===== config.mk =====
export PLATFORM = sky130hd
export DESIGN_NAME = gb_frame_capture
export DESIGN_NICKNAME = d
export VERILOG_FILES = /design/src/rtl/gb_video_pkg.sv /design/src/rtl/gb_sync_edge.sv /design/src/rtl/gb_frame_capture.sv
export SDC_FILE = /design/constraint.sdc
export NUM_CORES = 1
export LEC_CHECK = 0
export ABC_AREA = 1
export BUFFER_PORTS_ARGS = -buffer_cell sky130_fd_sc_hd__buf_2
export CAP_MARGIN = 20
export CELL_PAD_IN_SITES_DETAIL_PLACEMENT = 0
export CELL_PAD_IN_SITES_GLOBAL_PLACEMENT = 1
export CORE_ASPECT_RATIO = 1.2
export CORE_MARGIN = 2
export CORE_UTILIZATION = 47
export CTS_BUF_LIST = sky130_fd_sc_hd__clkbuf_4 sky130_fd_sc_hd__clkbuf_8
export CTS_CLUSTER_SIZE = 40
export DETAILED_ROUTE_END_ITERATION = 8
export MAX_ROUTING_LAYER = met4
export PLACE_DENSITY = 0.85
export REMOVE_ABC_BUFFERS = 1
export SYNTH_ARGS = -nofsm -noshare
export SYNTH_HDL_FRONTEND = slang
export SYNTH_SLANG_ARGS = --single-unit

===== constraint.sdc =====
create_clock -name clock -period 3.5 [get_ports clock]
set_clock_uncertainty 0.05 [all_clocks]
set_input_delay 0.525 -clock clock [delete_from_list [all_inputs] [get_ports clock]]
set_output_delay 0.525 -clock clock [all_outputs]
set_load 0.05 [all_outputs]

===== src/rtl/gb_video_pkg.sv =====
// Shared constants, capture state encoding and the pixel packing helper for the Game Boy video path.
// Latency: n/a (declarations only).
// Backpressure: n/a.
package gb_video_pkg;

    localparam int GB_WIDTH          = 160;
    localparam int GB_HEIGHT         = 144;
    localparam int GB_BYTES_PER_LINE = 40;
    localparam int GB_BANK_BYTES     = 5760;

    // Pixel packing order: pixel n of a 4-pixel group occupies bits [7-2n:6-2n],
    // so the first pixel on the wire ends up in the byte MSBs.
    localparam int GB_PIX_BITS = 2;

    typedef enum logic {
        WAIT_FRAME = 1'b0,
        ACTIVE     = 1'b1
    } cap_state_t;

    // Left-justify a partial group. The pack register keeps the newest pixel in
    // its LSBs, so shifting by the missing pixel count leaves zero padding below.
    function automatic logic [7:0] pack_flush(input logic [5:0] pack, input logic [1:0] count);
        logic [7:0] b;
        b = {2'b00, pack} << (GB_PIX_BITS * (4 - int'(count)));
        return b;
    endfunction

endpackage


===== src/rtl/gb_sync_edge.sv =====
// Multi-flop synchronizer for one LCD input; optionally converts it to a registered rising-edge pulse.
// Latency: STAGES clocks to the synchronized level, +1 clock to q (level or pulse mode alike, so both stay aligned).
// Backpressure: none; input is sampled every clock.
//   clock, reset_n : core clock, active-low reset (async assert)
//   d              : asynchronous input
//   q              : EDGE=1 -> one-cycle pulse per rising edge; EDGE=0 -> delayed synchronized level
module gb_sync_edge #(
    parameter int W      = 1,
    parameter int STAGES = 2,
    parameter bit EDGE   = 1'b1
) (
    input  logic         clock,
    input  logic         reset_n,
    input  logic [W-1:0] d,
    output logic [W-1:0] q
);

    logic [W-1:0] stg [STAGES];
    logic [W-1:0] prev;

    always_ff @(posedge clock or negedge reset_n) begin
        if (!reset_n) begin
            for (int i = 0; i < STAGES; i++) begin
                stg[i] <= '0;
            end
            prev <= '0;
            q    <= '0;
        end else begin
            stg[0] <= d;
            for (int i = 1; i < STAGES; i++) begin
                stg[i] <= stg[i-1];
            end
            prev <= stg[STAGES-1];
            q    <= EDGE ? (stg[STAGES-1] & ~prev) : stg[STAGES-1];
        end
    end

endmodule


===== src/rtl/gb_frame_capture.sv =====
// Captures the Game Boy LCD pixel stream into a double-buffered 2-bpp framebuffer (4 pixels per byte).
// Latency: fb_we fires 2 clocks after the synchronized pixel_clock edge (SYNC_STAGES + 2 from the pin).
// Backpressure: none; the RAM write port must accept every fb_we, and excess pixels/lines are dropped and flagged.
//   clock, reset_n        : core clock, async active-low reset (released synchronously inside)
//   pixel_*/hsync/vsync   : raw LCD signals from the core
//   fb_addr/fb_wdata/fb_we: framebuffer write port, bank offset included in fb_addr
//   rd_bank, frame_done   : last completed bank and its completion pulse
//   err_short_line, err_overflow : sticky diagnostics
module gb_frame_capture
    import gb_video_pkg::*;
#(
    parameter int WIDTH       = GB_WIDTH,
    parameter int HEIGHT      = GB_HEIGHT,
    parameter int BANK_BYTES  = GB_BANK_BYTES,
    parameter int SYNC_STAGES = 2
) (
    input  logic        clock,
    input  logic        reset_n,
    input  logic [1:0]  pixel_data,
    input  logic        pixel_clock,
    input  logic        pixel_latch,
    input  logic        hsync,
    input  logic        vsync,
    output logic [13:0] fb_addr,
    output logic [7:0]  fb_wdata,
    output logic        fb_we,
    output logic        rd_bank,
    output logic        frame_done,
    output logic        err_short_line,
    output logic        err_overflow
);

    localparam logic [7:0]  W8     = 8'(WIDTH);
    localparam logic [7:0]  H8     = 8'(HEIGHT);
    localparam logic [13:0] BANK_A = 14'(BANK_BYTES);
    localparam logic [13:0] LINE_A = 14'(WIDTH / 4);

    // Reset: asserts immediately, releases on a clock edge.
    logic [1:0] rst_ff;
    logic       rst_sync_n;

    always_ff @(posedge clock or negedge reset_n) begin
        if (!reset_n) rst_ff <= 2'b00;
        else          rst_ff <= {rst_ff[0], 1'b1};
    end
    assign rst_sync_n = rst_ff[1];

    logic       pix_e, hs_e, vs_e, latch_e;
    logic [1:0] pix_d;

    gb_sync_edge #(.W(1), .STAGES(SYNC_STAGES), .EDGE(1'b1)) u_sync_pclk (
        .clock(clock), .reset_n(rst_sync_n), .d(pixel_clock), .q(pix_e));
    gb_sync_edge #(.W(1), .STAGES(SYNC_STAGES), .EDGE(1'b1)) u_sync_hs (
        .clock(clock), .reset_n(rst_sync_n), .d(hsync), .q(hs_e));
    gb_sync_edge #(.W(1), .STAGES(SYNC_STAGES), .EDGE(1'b1)) u_sync_vs (
        .clock(clock), .reset_n(rst_sync_n), .d(vsync), .q(vs_e));
    gb_sync_edge #(.W(1), .STAGES(SYNC_STAGES), .EDGE(1'b1)) u_sync_latch (
        .clock(clock), .reset_n(rst_sync_n), .d(pixel_latch), .q(latch_e));
    // Data is kept as a level, delayed to line up with the pixel_clock pulse.
    gb_sync_edge #(.W(2), .STAGES(SYNC_STAGES), .EDGE(1'b0)) u_sync_pdat (
        .clock(clock), .reset_n(rst_sync_n), .d(pixel_data), .q(pix_d));

    cap_state_t  state, state_nxt;
    logic        wr_bank, wr_bank_nxt;
    logic [7:0]  x, x_nxt, y, y_nxt;
    logic [13:0] addr, addr_nxt, line_base, base_nxt;
    logic [5:0]  pack, pack_nxt;
    logic [1:0]  latch_cnt, lcnt_nxt, lcnt_eff;
    logic [13:0] faddr_nxt;
    logic [7:0]  wdata_nxt;
    logic        we_nxt, rd_nxt, done_nxt, es_nxt, eo_nxt;
    logic        bank_sel, take_pix;

    always_comb begin
        state_nxt   = state;
        wr_bank_nxt = wr_bank;
        x_nxt       = x;
        y_nxt       = y;
        addr_nxt    = addr;
        base_nxt    = line_base;
        pack_nxt    = pack;
        faddr_nxt   = fb_addr;
        wdata_nxt   = fb_wdata;
        we_nxt      = 1'b0;
        rd_nxt      = rd_bank;
        done_nxt    = 1'b0;
        es_nxt      = err_short_line;
        eo_nxt      = err_overflow;
        bank_sel    = wr_bank;
        take_pix    = 1'b0;
        // A latch edge coincident with hsync still belongs to the line being closed.
        lcnt_eff    = (latch_e && latch_cnt != 2'd3) ? latch_cnt + 2'd1 : latch_cnt;
        lcnt_nxt    = (state == ACTIVE) ? lcnt_eff : latch_cnt;

        if (vs_e) begin
            if (state == ACTIVE) begin
                if (x[1:0] != 2'd0) begin
                    we_nxt    = 1'b1;
                    wdata_nxt = pack_flush(pack, x[1:0]);
                    faddr_nxt = addr;
                    es_nxt    = 1'b1;
                end
                // Only a frame with at least one closed line is published.
                if (y != 8'd0) begin
                    done_nxt = 1'b1;
                    rd_nxt   = wr_bank;
                    bank_sel = ~wr_bank;
                end
            end
            state_nxt   = ACTIVE;
            wr_bank_nxt = bank_sel;
            x_nxt       = 8'd0;
            y_nxt       = 8'd0;
            addr_nxt    = bank_sel ? BANK_A : 14'd0;
            base_nxt    = bank_sel ? BANK_A : 14'd0;
            lcnt_nxt    = 2'd0;
            take_pix    = 1'b1;
        end else if (state == ACTIVE) begin
            take_pix = 1'b1;
            if (hs_e) begin
                if (x[1:0] != 2'd0) begin
                    we_nxt    = 1'b1;
                    wdata_nxt = pack_flush(pack, x[1:0]);
                    faddr_nxt = addr;
                    es_nxt    = 1'b1;
                end
                if (x != 8'd0 && x < W8) es_nxt = 1'b1;
                // The hsync that opens the first line closes an empty one; its latch count is meaningless.
                if (x != 8'd0 && lcnt_eff != 2'd1) es_nxt = 1'b1;
                if (y == H8) begin
                    eo_nxt = 1'b1;
                end else if (x != 8'd0) begin
                    y_nxt    = y + 8'd1;
                    base_nxt = line_base + LINE_A;
                    addr_nxt = line_base + LINE_A;
                end
                x_nxt    = 8'd0;
                lcnt_nxt = 2'd0;
            end
        end

        // Pixel is applied after any line/frame advance so it lands on the new position.
        if (pix_e && take_pix) begin
            if (x_nxt < W8 && y_nxt < H8) begin
                pack_nxt = {pack[3:0], pix_d};
                if (x_nxt[1:0] == 2'd3) begin
                    we_nxt    = 1'b1;
                    wdata_nxt = {pack, pix_d};
                    faddr_nxt = addr_nxt;
                    addr_nxt  = addr_nxt + 14'd1;
                end
                x_nxt = x_nxt + 8'd1;
            end else begin
                eo_nxt = 1'b1;
            end
        end
    end

    always_ff @(posedge clock or negedge rst_sync_n) begin
        if (!rst_sync_n) begin
            state          <= WAIT_FRAME;
            wr_bank        <= 1'b0;
            x              <= 8'd0;
            y              <= 8'd0;
            addr           <= 14'd0;
            line_base      <= 14'd0;
            pack           <= 6'd0;
            latch_cnt      <= 2'd0;
            fb_addr        <= 14'd0;
            fb_wdata       <= 8'd0;
            fb_we          <= 1'b0;
            rd_bank        <= 1'b1;
            frame_done     <= 1'b0;
            err_short_line <= 1'b0;
            err_overflow   <= 1'b0;
        end else begin
            state          <= state_nxt;
            wr_bank        <= wr_bank_nxt;
            x              <= x_nxt;
            y              <= y_nxt;
            addr           <= addr_nxt;
            line_base      <= base_nxt;
            pack           <= pack_nxt;
            latch_cnt      <= lcnt_nxt;
            fb_addr        <= faddr_nxt;
            fb_wdata       <= wdata_nxt;
            fb_we          <= we_nxt;
            rd_bank        <= rd_nxt;
            frame_done     <= done_nxt;
            err_short_line <= es_nxt;
            err_overflow   <= eo_nxt;
        end
    end

endmodule


==> results of run 1 <==
routing by layer:
metal,GRT usage [%],vias to the layer above,part of all wire (%)
li1,-,2004,-
met1,26.7,1840,45
met2,33.6,79,49
met3,3.50,16,3.9
met4,5.82,0,1.6
met5,-,-,0
report_power, final:
group          internal (uW)  switching (uW)  leakage, uW  total [uW]
combinational            319             872      0.00134        1190
clock                    319             398    0.0000986         717
sequential              1400             161      0.00129        1560
cells in the final DEF, fill, tap and decap left out, drive strengths merged, types with 5 or more instances in the layout:
cell type  count
a21oi          8
buf           38
clkbuf        12
clkinv         5
dfrtp        101
ha             7
inv           86
nand2        177
nand3         44
nand4          6
nor2          52
nor3           8
o21ai         67
xor2          13
final cells by class:
class | count | share of cell area (%)
Multi-Input combinational cell | 406 | 37.7
Sequential cell | 102 | 46.1
Timing Repair Buffer | 39 | 3.79
Tap cell | 129 | 2.91
Clock inverter | 4 | 0.541
Inverter | 88 | 5.97
Clock buffer | 12 | 2.98
registers in the layout, summed over array words and instances, names as in the netlist, 4 cells and up:
signal / cells
addr: 14
fb_addr: 14
line_base: 11
fb_wdata: 8
x: 8
y: 8
pack: 6
u_sync_pdat.stg: 4
timing repair:
action                                 4_1_cts  5_1_grt
resized for setup                            0        1
endpoints found under the hold margin        2        0
setup endpoints to repair                    0        3
hold buffers                                 1        0
buffers inserted                             0        0
path summary, 6_finish.rpt:
kind                                              start                           end  slack [ns]
max                               u_sync_vs.q$_DFF_PN0_          fb_addr[2]$_DFF_PN0_        0.40
min                                       pixel_data[1]  u_sync_pdat.stg[3]$_DFF_PN0_        0.21
max reg2reg                       u_sync_vs.q$_DFF_PN0_          fb_addr[2]$_DFF_PN0_        0.40
min reg2reg                u_sync_pdat.stg[1]$_DFF_PN0_    u_sync_pdat.q[1]$_DFF_PN0_        0.31
max in group asynchronous           rst_ff[1]$_DFF_PN0_         fb_wdata[1]$_DFF_PN0_        2.28
min in group asynchronous           rst_ff[1]$_DFF_PN0_        latch_cnt[0]$_DFF_PN0_        0.34
kinds of logic after synthesis:
family / after synthesis
other: 1
XOR/XNOR: 16
AND/OR/NAND/NOR: 290
adder cells (fa/ha/maj): 7
flip-flops: 102
AO/OA/AOI/OAI: 91
buffers and inverters: 105
multiplexers: 1
worst max-delay path, cell delays in order (launching register included):
cell and delay [ns]:
dfrtp_1 0.60, inv_2 0.33, nand2_2 0.14, nand2_2 0.15
inv_2 0.08, nor2_1 0.21, ha_1 0.29, inv_1 0.12
nor2_2 0.30, nand2_4 0.18, inv_2 0.33, nand2_1 0.09
nand2_1 0.07, inv_1 0.04
through the flow:
step,std cells,hold slack (ns),power [uW]
after global routing,780,0.191,3690
after floorplan,596,0.179,2470
after CTS,780,0.197,3500
after global placement,763,0.260,2750
after detailed placement,763,0.264,2770
final,780,0.213,3470
Yosys cell counts, types with 2 or more instances:
cell type,count,area [um2]
nand2_1,170,638
dfrtp_1,101,2530
inv_1,72,270
o21ai_0,53,265
nor2_1,42,158
nand3_1,39,195
inv_2,14,52.6
xor2_1,13,114
ha_1,7,87.6
o21ai_2,7,61.3
a21oi_1,6,30.0
clkbuf_1,6,22.5
nand4_1,6,37.5
nor2_2,6,37.5
nor3_1,6,30.0
o21ai_1,6,30.0
nand2_2,5,31.3
buf_6,4,45.0
nor2_4,4,45.0
a31oi_1,3,18.8
buf_2,3,15.0
buf_4,3,22.5
nand3_2,3,30.0
o21a_1,3,22.5
xnor2_1,3,26.3
a22oi_1,2,15.0
a32o_1,2,20.0
nand2_4,2,22.5
nand3_4,2,35.0
nor3_2,2,20.0
o21bai_1,2,15.0
==> results.toml, run 1 <==
[synthesis]
async_reset_ff_share_pct = 100
netlist_area_um2 = 5090
yosysSeqAreaShare_pct = 50.2
synth.ff_latch_count = 102
synth_adder_area_share_pct = 1.72
synth_top_family_by_area = "simple AND/OR/NAND/NOR gates"
synthFlopType = "dfrtp_1"
synth-compound-area-share_pct = 10.8
synthDistinctLibCells = 47
syn_area_per_cell_um2 = 8.30
synth_edf_count = 0
synth_xor_area_share_pct = 2.76
syn_inst = 613
synth_warnings = 0
muxShareOfSynthArea_pct = 0.197
synthSimpleGateAreaFrac_pct = 25.6

[routing]
via_per_inst = 5.05
dr.pass1.iters = 5
finalWirelength_mm = 10.9
vias = 3939
drt-wirelength-per-cell_um = 14.0
postRouteAntennaNets = 0
route.detailed.drc = 0
drtIter0Drc = 248

[grt]
grt_pass1_vias = 3896
grt_pass1_wl_mm = 18.9
grt_usage_pct = 20.7
grt_max_degree = 58
grt_overflow = 0
antenna_found_initial = 0

[sta]
post-route-period-util_pct = 88.6
setup_viol = 0
worst_pin_slew_ns = 0.737
fin_tns_setup_ns = 0
setup_slack_ns = 0.398
maxSlewViolCount = 0
hold_viol = 0
fmax_ghz = 0.322
period_needed_ns = 3.10
rsz0062_at_grt = "false"
slew_headroom_pct = 50.9

[floorplanning]
die_h_um = 118
placementRows = 41
die_area_um2 = 11700
initial_core_util_pct = 48.4
fp.dieW_um = 99.0
core_um2 = 10500
io_pins = 35

[cts]
clk_latency_ns = 0.36
clk_pin_slew_ns = 0.10
cts_root_buf = "clkbuf_8"
numCtsBuffers = 9
ctsLongestPathBuffers = 2
cts.htree.levels = 3
cts_tree = "built"
cts.sinks = 102

[layout]
area_growth_pct = 9.13
nFillCells = 996
n_antenna_cell = 0
final-seq-area_um2 = 2560
utilization_pct = 52.8
layout-drive-gt1-share_pct = 16.3
multiInputGateArea_um2 = 2090
final_nets = 661
fin_area_um2 = 5550

[critical_path]
critical_path_class = "reg -> reg"
startpoint_type = "register"
required_ns = 3.71
cp-end-kind = "register"
r2r_cells = 13
critPathMaxFanout = 20
critPathArrivalTime_ns = 3.31

[place]
dp_slack_ns = 0.243
dp_hpwl_mm = 8.00
dpl-instance-area_um2 = 5340
io_buffer_count = 34
gp_congestion = 0.878

[pwr]
power.density_nw_per_um2 = 625
max-vdd-ir-drop_uv = 377
leakagePower_uw = 0.00273

[hold_path]
hold_path_depth = 1
min_path_type = "in -> reg"

[status]
status = "completed"

[job]
drv_cap = 0
No activity file was read; power rests on OpenSTA's default activity.
==> run 2, diff against run 1 <==
--- a/config.mk
+++ b/config.mk
@@ -17,7 +17,7 @@
 export CTS_CLUSTER_SIZE = 40
 export DETAILED_ROUTE_END_ITERATION = 8
 export MAX_ROUTING_LAYER = met4
-export PLACE_DENSITY = 0.85
+export PLACE_DENSITY = 0.88
 export REMOVE_ABC_BUFFERS = 1
 export SYNTH_ARGS = -nofsm -noshare
 export SYNTH_HDL_FRONTEND = slang
==> run 2 against run 1 <==
  * Largest cell class unchanged
  * Sequential power hardly changed
  * Hold slack got worse by 0.0067 ns
  * Highest routed layer unchanged
  * Critical path depth unchanged
  * Critical endpoint unchanged
==> results.toml, run 2 (synthesis gave the netlist of run 1 again) <==
[place]
io_buffer_count = 34
dp_hpwl_mm = 7.99
gp_congestion = 0.917
dpl-instance-area_um2 = 5350

[routing]
via_per_inst = 5.12
drt-wirelength-per-cell_um = 14.1
postRouteAntennaNets = 0
finalWirelength_mm = 11.0
route.detailed.drc = 0
drtIter0Drc = 196
dr.pass1.iters = 5
vias = 4000

[cts]
cts_root_buf = "clkbuf_8"
ctsLongestPathBuffers = 2
post_cts_buffers = 0
cts_tree = "built"
clk_latency_ns = 0.36
cts.htree.levels = 3
cts.sinks = 102
numCtsBuffers = 9
clk_pin_slew_ns = 0.10

[sta]
post-route-period-util_pct = 87.2
period_needed_ns = 3.05
setup_viol = 0
maxSlewViolCount = 0
fin_tns_setup_ns = 0
worst_pin_slew_ns = 0.662
slew_headroom_pct = 55.8
fmax_ghz = 0.328
hold_viol = 0
rsz0062_at_grt = "false"

[layout]
n_antenna_cell = 0
final_common_cell = "nand2_1"
area_growth_pct = 10.3
layout-drive-gt1-share_pct = 16.4
mostFrequentLayoutCells = "nand2_1, dfrtp_1, inv_1"
largestRegisters = "addr: 14 flops, fb_addr: 14 flops, line_base: 11 flops"
fin_area_um2 = 5610
final_nets = 662

[critical_path]
slowest_stage = "dfrtp_1"
r2r-start = "u_sync_vs.q$_DFF_PN0_"
critPathMaxFanout = 20
startpoint_type = "register"
path_cells = "inv_2 > nand2_2 > nand2_2 > inv_2 > nor2_1 > ha_1 > inv_1 > nor2_2 > nand2_4 > inv_2 > nand2_1 > nand2_1 > inv_1"
critical-path-max-stage-delay_ns = 0.61
critPathArrivalTime_ns = 3.28
required_ns = 3.72
setup.worst_path.start = "u_sync_vs.q$_DFF_PN0_"
critPathMostFrequentCell = "inv_2"
cp-end-kind = "register"
critical_path_class = "reg -> reg"

[pwr]
p_int_uw = 2210
netSwitchingFraction_pct = 39.3
p_clk_share_pct = 24.6
combinationalPowerShare_pct = 32.8
max-vdd-ir-drop_uv = 401
power.density_nw_per_um2 = 649
p_switching_uw = 1430
power_frac_seq_pct = 42.6
leakagePower_uw = 0.00275

[status]
status = "completed"

[grt]
grt_pass1_wl_mm = 18.7
grt_pass1_vias = 3891
grt_max_degree = 37
grt_usage_pct = 20.8
antenna_found_initial = 0
grt_overflow = 0

[hold_path]
min_path_type = "reg -> async"

[floorplanning]
placementRows = 41
die_h_um = 118
fp.dieW_um = 99.0
initial_core_util_pct = 48.4
io_pins = 35
die_area_um2 = 11700
core_um2 = 10500

[job]
drv_cap = 0
## run 2: cell types whose count changed in the layout (fill, tap and decap cells not counted), sizes merged
cell / change
clkbuf: -2
bufinv: +3
clkinv: -3
inv: +2
buf: +1
## run 2: layout make-up
type | count | area (um2)
multi-input combinational | 406 | 2090
inverter | 88 | 332
fill | 991 | 4910
timing repair buffer | 40 | 218
clock inverter | 6 | 115
tap | 129 | 161
clock buffer | 10 | 131
sequential | 102 | 2560
## run 2: stage by stage
stage	worst slack, ns	hold slack, ns	cells	power (uW)	utilization [%]
after CTS	0.243	0.187	781	3670	53.3
final	0.447	0.206	781	3640	53.3
after floorplan	0.400	0.179	596	2470	-
after global routing	0.0993	0.176	781	3860	53.3
after global placement	0.294	0.215	764	2760	50.9
after detailed placement	0.285	0.227	764	2770	50.9
## run 2: per-layer routing
layer,vias to the layer above,global-route usage [%],part of all wire (%)
li1,2008,-,-
met1,1887,26.1,45
met2,84,33.1,49
met3,21,3.38,3.4
met4,0,9.16,2.8
met5,-,-,0
## run 2: power by group through the flow
stage	Sequential [uW]	Clock (uW)	Combinational, uW
floorplan	1940	0	527
global placement	1570	0	1190
detailed placement	1580	0	1190
CTS	1550	919	1200
global route	1580	970	1310
finish	1550	896	1190
## run 2: repair_timing
item,4_1_cts,5_1_grt
setup endpoints to repair,0,1
hold buffers,1,0
hold endpoints to repair,2,0
resized for setup,0,1
## run 2: final timing paths
path	slack (ns)	cells past startpoint	to
max in group asynchronous	2.34	1	addr[9]$_DFF_PN0_
worst min register to register	0.21	0	latch_cnt[1]$_DFF_PN0_
worst min-delay path	0.21	0	latch_cnt[1]$_DFF_PN0_
min in group clock	0.21	1	u_sync_hs.stg[1]$_DFF_PN0_
worst max-delay path	0.45	13	fb_addr[2]$_DFF_PN0_
worst max register to register	0.45	13	fb_addr[2]$_DFF_PN0_
## run 2: worst max-delay path: cells and delay by family, from the launching register on
family	cells	cell delay (ns)
adders and majority gates	1	0.25
buffers and inverters	5	0.90
DFF	1	0.61
and+or+nand+nor	7	1.14
